===== src/rtl/hazard_ctrl.sv =====
// Hazard and stall sequencer for the 5-stage pipeline: load-use bubbles, taken-branch
// squashes and data-memory freezes with a timeout watchdog, plus saturating event counters.
module hazard_ctrl #(
  parameter int MEM_TIMEOUT = 64,
  parameter int CNT_W       = 16
) (
  input  logic             clk,
  input  logic             arst_n,
  input  logic [4:0]       ifid_rs1,
  input  logic [4:0]       ifid_rs2,
  input  logic [4:0]       idex_rd,
  input  logic             idex_memread,
  input  logic             branch_taken,
  input  logic             dmem_req,
  input  logic             dmem_ready,
  output logic             pc_hold,
  output logic             ifid_hold,
  output logic             ifid_flush,
  output logic             idex_bubble,
  output logic             en_idex,
  output logic             en_exmem,
  output logic             en_memwb,
  output logic             mem_err,
  output logic [CNT_W-1:0] stall_cnt,
  output logic [CNT_W-1:0] flush_cnt
);

  localparam int TW = $clog2(MEM_TIMEOUT + 1);
  localparam logic [TW-1:0]    TMO_LAST = TW'(MEM_TIMEOUT);
  localparam logic [CNT_W-1:0] CNT_MAX  = {CNT_W{1'b1}};

  // RECOVER is the single forced-unfrozen cycle that follows a watchdog abort.
  typedef enum logic [1:0] {
    RUN      = 2'd0,
    MEM_WAIT = 2'd1,
    RECOVER  = 2'd2
  } state_e;

  state_e           state_q, state_d;
  logic [TW-1:0]    tmo_q, tmo_d;
  logic [TW-1:0]    tmo_inc;
  logic             mem_err_q, mem_err_d;
  logic [CNT_W-1:0] stall_q, stall_d;
  logic [CNT_W-1:0] flush_q, flush_d;

  logic freeze;
  logic lu;
  logic branch_act;

  // Hazard detection is masked while in reset so the pipeline sees neutral controls.
  assign freeze = arst_n &
                  (((state_q == RUN) & dmem_req & ~dmem_ready) |
                   ((state_q == MEM_WAIT) & ~dmem_ready));
  assign lu = arst_n & idex_memread & (idex_rd != 5'd0) &
              ((idex_rd == ifid_rs1) | (idex_rd == ifid_rs2));
  assign branch_act = arst_n & branch_taken;
  assign tmo_inc    = tmo_q + TW'(1);

  // NOTE: every output gets a default before the priority chain, so no latch is inferred.
  always_comb begin
    pc_hold     = 1'b0;
    ifid_hold   = 1'b0;
    ifid_flush  = 1'b0;
    idex_bubble = 1'b0;
    en_idex     = 1'b1;
    en_exmem    = 1'b1;
    en_memwb    = 1'b1;
    if (freeze) begin
      pc_hold   = 1'b1;
      ifid_hold = 1'b1;
      en_idex   = 1'b0;
      en_exmem  = 1'b0;
      en_memwb  = 1'b0;
    end else if (branch_act) begin
      ifid_flush  = 1'b1;
      idex_bubble = 1'b1;
    end else if (lu) begin
      pc_hold     = 1'b1;
      ifid_hold   = 1'b1;
      idex_bubble = 1'b1;
    end
  end

  always_comb begin
    state_d   = state_q;
    tmo_d     = tmo_q;
    mem_err_d = mem_err_q;
    case (state_q)
      RUN: begin
        if (dmem_req && !dmem_ready) begin
          state_d = MEM_WAIT;
          tmo_d   = TW'(1);
        end
      end
      MEM_WAIT: begin
        if (dmem_ready) begin
          state_d = RUN;
          tmo_d   = '0;
        end else if (tmo_inc == TMO_LAST) begin
          state_d   = RECOVER;
          tmo_d     = '0;
          mem_err_d = 1'b1;
        end else begin
          tmo_d = tmo_inc;
        end
      end
      RECOVER: state_d = RUN;
      default: begin
        state_d = RUN;
        tmo_d   = '0;
      end
    endcase
  end

  always_comb begin
    stall_d = stall_q;
    flush_d = flush_q;
    if (pc_hold && (stall_q != CNT_MAX)) stall_d = stall_q + CNT_W'(1);
    if (ifid_flush && (flush_q != CNT_MAX)) flush_d = flush_q + CNT_W'(1);
  end

  // NOTE: sequential state uses non-blocking assignments so all registers update together.
  always_ff @(posedge clk or negedge arst_n) begin
    if (!arst_n) begin
      state_q   <= RUN;
      tmo_q     <= '0;
      mem_err_q <= 1'b0;
      stall_q   <= '0;
      flush_q   <= '0;
    end else begin
      state_q   <= state_d;
      tmo_q     <= tmo_d;
      mem_err_q <= mem_err_d;
      stall_q   <= stall_d;
      flush_q   <= flush_d;
    end
  end

  assign mem_err   = mem_err_q;
  assign stall_cnt = stall_q;
  assign flush_cnt = flush_q;

endmodule


===== config.mk =====
export PLATFORM = sky130hd
export DESIGN_NAME = hazard_ctrl
export DESIGN_NICKNAME = d
export VERILOG_FILES = /design/src/rtl/hazard_ctrl.sv
export SDC_FILE = /design/constraint.sdc
export NUM_CORES = 1
export LEC_CHECK = 0
export BUFFER_PORTS_ARGS = -buffer_cell sky130_fd_sc_hd__buf_2
export CAP_MARGIN = 30
export CORE_UTILIZATION = 55
export DETAILED_ROUTE_END_ITERATION = 7
export GPL_TIMING_DRIVEN = 0
export PLACE_DENSITY = 0.8
export SLEW_MARGIN = 20
export SYNTH_ARGS = -nofsm -noshare
export SYNTH_HDL_FRONTEND = slang
export SYNTH_SLANG_ARGS = --single-unit
export TNS_END_PERCENT = 30

===== constraint.sdc =====
create_clock -name clk -period 5.04 [get_ports clk]
set_input_delay 1.008 -clock clk [delete_from_list [all_inputs] [get_ports clk]]
set_output_delay 1.008 -clock clk [all_outputs]
set_load 0.05 [all_outputs]

# Word-level counts from Yosys, hierarchy flattened

Index checks and enable logic that the tools add are counted.
W data, S select, Z words.

$add $sub $neg: 3
Multiply operators: 0
Divide/modulo/power cells: 0
Magnitude comparators: 0
Equal/unequal tests: 9
Shift-type cells: 0
Multiplexer cells: 16
Bitwise gates (word level): 12
Reductions and logical operators: 9

Operator list:

| cell                    | count |
|---|---|
| $add A16 B1 Y16 const B | 2 |
| $ne A16 B16 Y1 const B  | 2 |
| $mux W7                 | 3 |
| $pmux W7 S3             | 1 |
| $eq A5 B5 Y1            | 2 |
| $and A1 B1 Y1           | 8 |
| $mux W1                 | 8 |
| $add A7 B1 Y7 const B   | 1 |
| $eq A7 B7 Y1 const B    | 1 |
| $mux W2                 | 3 |
| $reduce_bool A5 Y1      | 1 |
| $pmux W2 S2             | 1 |
| $reduce_and A2 Y1       | 2 |
| $logic_and A1 B1 Y1     | 3 |
| $ne A3 B2 Y1 const B    | 1 |
| $reduce_and A3 Y1       | 1 |
| $eq A2 B1 Y1 const B    | 1 |
| $eq A2 B2 Y1 const B    | 1 |
| $logic_not A2 Y1        | 1 |
| $ne A2 B1 Y1 const B    | 1 |
| $not A1 Y1              | 2 |
| $or A1 B1 Y1            | 2 |
| $logic_not A1 Y1        | 1 |

Flip-flop bits (word level): 42
Latch bits: 0
Bits in writable memories: 0
Memory bits (read-only): 0
Bits of input ports: 21
Output and inout bits: 40
Word-level logic and storage cells: 54
Memories kept: 0

# Depth between registers and ports, before layout

Word-level depth: 7
Mapped depth: 9

# Worst setup path after synthesis

OpenSTA, ideal clock, no wires.

Path type: in2out
From: in idex_rd[2]
To: out pc_hold
Arrival time: 3.163 ns
Setup slack: 0.869 ns
Stages: 5
Buffers on the path: 1
Path through: xor2_1 nor3_1 a22oi_1 o31ai_1 buf_4

Word-level cells in the longest chain between the ends: 6
Elaborated cells between the ends (all ways): 9
Classes of those cells: eq/ne (2); mux (3); bitwise (3); reduce/logical (1)

RTL lines:

| item                                                      | line   | RTL |
|---|---|---|
| start, declared                                           | 11     | `input logic [4:0] idex_rd,` |
| $eq A5 B5 Y1 / $reduce_bool A5 Y1 (equally long branches) | 55, 54 |  |
| $or A1 B1 Y1 / $and A1 B1 Y1 (equally long branches)      | 55, 54 |  |
| $and A1 B1 Y1 (*)                                         | 54     | `assign lu = arst_n & idex_memread & (idex_rd != 5'd0) &` |
| $mux W1 (*) (3 in a row)                                  | n/a    |  |
| end, declared                                             | 16     | `output logic pc_hold,` |

Mark *: on every way between the ends. The rest lies on a longest branch, timed or not.

# Final worst setup path

From: in idex_rd[0]
To: out idex_bubble

Word-level cells in the longest chain between the ends: 6
Elaborated cells between the ends (all ways): 9
Classes of those cells: eq/ne (2); mux (3); bitwise (3); reduce/logical (1)

RTL lines:

| item                                                      | line   | RTL |
|---|---|---|
| $eq A5 B5 Y1 / $reduce_bool A5 Y1 (equally long branches) | 55, 54 |  |
| $or A1 B1 Y1 / $and A1 B1 Y1 (equally long branches)      | 55, 54 |  |
| $and A1 B1 Y1 (*)                                         | 54     |  |
| $mux W1 (*)                                               | 77     | `end else if (lu) begin` |
| $mux W1 (*)                                               | 74     | `end else if (branch_act) begin` |
| $mux W1 (*)                                               | 68     | `if (freeze) begin` |
| end, declared                                             | 19     | `output logic idex_bubble,` |

Marked as above.

==> run_results.csv <==
group,metric,value,unit
synthesis,syn_avg_cell_area,10.3,sq um
cts,h-tree-depth,2,
worst_hold_path,min_path_type,"register to register",
power,p_leak,1.31,nW
routing,route.met3.wl,190,um
routing,vias_per_cell,5.33,
sta,drv_slew,0,
cells_and_area,nNetsFinal,300,
placed_design,placed_cell_area,2520,sq um
sta,finalCriticalPeriod,3.46,ns
synthesis,synth_area,2140,sq um
cts,cts_buffers,5,
routing,first_iter_violations,79,
worst_setup_path,crit_type,"input port to output port",
cells_and_area,n_antenna_cell,0,
job,cap_viol_max_count,0,
die,die_area,4140,sq um
worst_setup_path,critPathSlowestCell,"or4_1",
die,core_region_area,3690,sq um
cts,cts_resized,0,
global_routing,antenna_found_initial,0,
sta,max_slew.worst_pin.slew,0.906,ns
worst_setup_path,cp.arrival,2.45,ns
cts,cts_setup_buffers,0,
worst_setup_path,critPathLaunchType,"input port",
cells_and_area,final_layout_size_suffix_gt1_frac,0.282,
routing,highest_layer,"met4",
power,power,995,uW
cts,clock_latency,0.29,ns
synthesis,synth_top_area_frac,0.491,
synthesis,ys_ff_latch,42,
placed_design,io_buffers,60,
synthesis,yosysSeqAreaShare,0.491,
power,cellPowerDensity,379,nW/um^2
sta,finalWorstSetupSlack,1.58,ns
synthesis,synthTopCellsByCount,"dfrtp_1, xnor2_1, nor2_1, xor2_1, nand3_1",
worst_setup_path,cp-end-kind,"output port",
die,row_count,22,
routing,wl_met1,1970,um
synthesis,yosysUniqueCellTypes,34,
routing,wl,4160,um
synthesis,ys_warn_count,0,
worst_setup_path,r2r-start,"stall_cnt[0]",
worst_setup_path,slowest_delay,0.52,ns
synthesis,yosysMostFrequentCell,"dfrtp_1",
worst_setup_path,crit_start,"idex_rd[0]",
worst_setup_path,path_cells,"buf_2, or4_1, o21ai_0, nor2_1, o211a_1, buf_2",
die,die_h,64.4,um
synthesis,synth_top_flop_cell,"dfrtp_1",
sta,slew-limit-headroom,0.389,
cts,postCtsHoldBufs,0,
sta,post-route-period-util,0.687,
synthesis,synth_nets,232,
global_routing,grt_pass1_vias,1671,
routing,drt_first_pass_iters,4,
global_routing,grt_usage,0.236,
routing,wl_met2,1940,um
die,die_w,64.4,um
worst_setup_path,reg2reg_slack,2.62,ns
worst_setup_path,cpLargestDelayFamily,"simple AND/OR/NAND/NOR gates",
placed_design,dp_slack,1.60,ns
cells_and_area,final_cell_area,2630,sq um
cts,clock_sinks,42,
cts,cts_buffer_depth,2,
sta,max_freq,0.289,GHz
worst_setup_path,cp.buffers_inverters,2,
cts,path_clk_slew,0.07,ns
synthesis,synth-edff-count,0,
routing,drc,0,
cts,tritoncts,"yes",
power,peakVddDrop,0.000320,V
placed_design,gp_congestion,0.859,
sta,rsz0062_at_grt,"no",
worst_hold_path,min-delay-start,"mem_err",
worst_setup_path,cp_data_required_time,4.03,ns
placed_design,hpwlAfterDp,3080,um
synthesis,synthTopCellsByArea,"dfrtp_1, xnor2_1, xor2_1, nand3_1, and3_1",
die,num_io_pins,61,
sta,skew,0.00503,ns
die,start_util,0.580,
global_routing,grt_max_degree,29,
worst_setup_path,crit_top_cell,"buf_2",
sta,setup_viol,0,
routing,final_antenna_net_count,0,
routing,num_vias,1731,
global_routing,overflow,0,
worst_setup_path,cp_max_fo,3,
synthesis,yosys.area.top_type,"dfrtp_1",
sta,hold_violations,0,
synthesis,synthArstFlopShare,1.00,
synthesis,syn_inst,208,
global_routing,grt_first_pass_wirelength,7420,um
run_status,status,"finished, final reports clean",
sta,final.setup.tns,0,ns
cts,cts_root_buffer,"clkbuf_8",
routing,wl_per_cell,12.8,um
cells_and_area,syn2layout_area_growth,22.7,%
## worst register-to-register path, stage by stage (launching register included)
cell     delay [ns]
dfrtp_1        0.45
ha_1           0.24
and3_1         0.19
and3_1         0.17
buf_2          0.16
a311o_1        0.40
o22ai_4        0.26
buf_6          0.19
nand3_1        0.10
xnor2_1        0.15
## registers in the layout (all words and copies together) (netlist names)
| signal | cells |
|---|---|
| state_q | 2 |
| mem_err | 1 |
| flush_cnt | 16 |
| stall_cnt | 16 |
| tmo_q | 7 |
## worst paths after layout
path                                  to  cells past startpoint
max                          idex_bubble                      6
min                              mem_err                      1
max reg2reg                stall_cnt[15]                      9
min reg2reg                      mem_err                      1
max in group asynchronous  flush_cnt[11]                      2
min in group asynchronous     state_q[1]                      1
## cells by family after synthesis
logic type | Yosys count | share of synthesized area
buf+inv | 13 | 0.0327
simple gates | 84 | 0.200
xor+xnor | 41 | 0.168
flops | 42 | 0.491
compound gates | 22 | 0.0754
mux | 3 | 0.0152
fa+ha+maj | 3 | 0.0175
## stage by stage
stage	std cells	util	hold slack, ns
after floorplan	208	-	0.474
after global placement	316	0.678	0.450
after detailed placement	317	0.683	0.454
after CTS	325	0.712	0.471
after global routing	325	0.712	0.521
final	325	0.712	0.464
## final cells by class
| class | count | area, sq um |
|---|---|---|
| clock buffer | 7 | 76.3 |
| multi-input combinational | 153 | 1020 |
| fill | 303 | 1060 |
| timing repair buffer | 61 | 320 |
| buffer | 6 | 43.8 |
| clock inverter | 1 | 30.0 |
| inverter | 7 | 26.3 |
| sequential | 42 | 1050 |
| tap | 48 | 60.1 |
## per-layer routing
metal / vias to the layer above / GRT usage
li1: 859 / -
met1: 821 / 0.310
met2: 44 / 0.366
met3: 7 / 0.0750
met4: 0 / 0.0861
met5: - / 0
## cell usage in the layout, fill, tap and decap left out, drive strengths merged, types with 2 or more instances in the layout
| cell type | n |
|---|---|
| a21oi | 2 |
| a22o | 2 |
| and2 | 4 |
| and3 | 11 |
| buf | 67 |
| clkbuf | 7 |
| dfrtp | 42 |
| ha | 3 |
| inv | 7 |
| mux2 | 2 |
| nand2 | 12 |
| nand3 | 15 |
| nand4 | 9 |
| nor2 | 17 |
| nor3 | 7 |
| nor4 | 2 |
| o21ai | 9 |
| o31ai | 2 |
| or2 | 2 |
| or3 | 2 |
| xnor2 | 25 |
| xor2 | 16 |
## where the power goes
group | leakage, nW | internal [mW] | switching, mW
Clock | 0.0524 | 0.148 | 0.108
Combinational | 0.713 | 0.0875 | 0.220
Sequential | 0.547 | 0.380 | 0.0513
Total | 1.31 | 0.616 | 0.379
No activity file was read; power rests on OpenSTA's default activity.
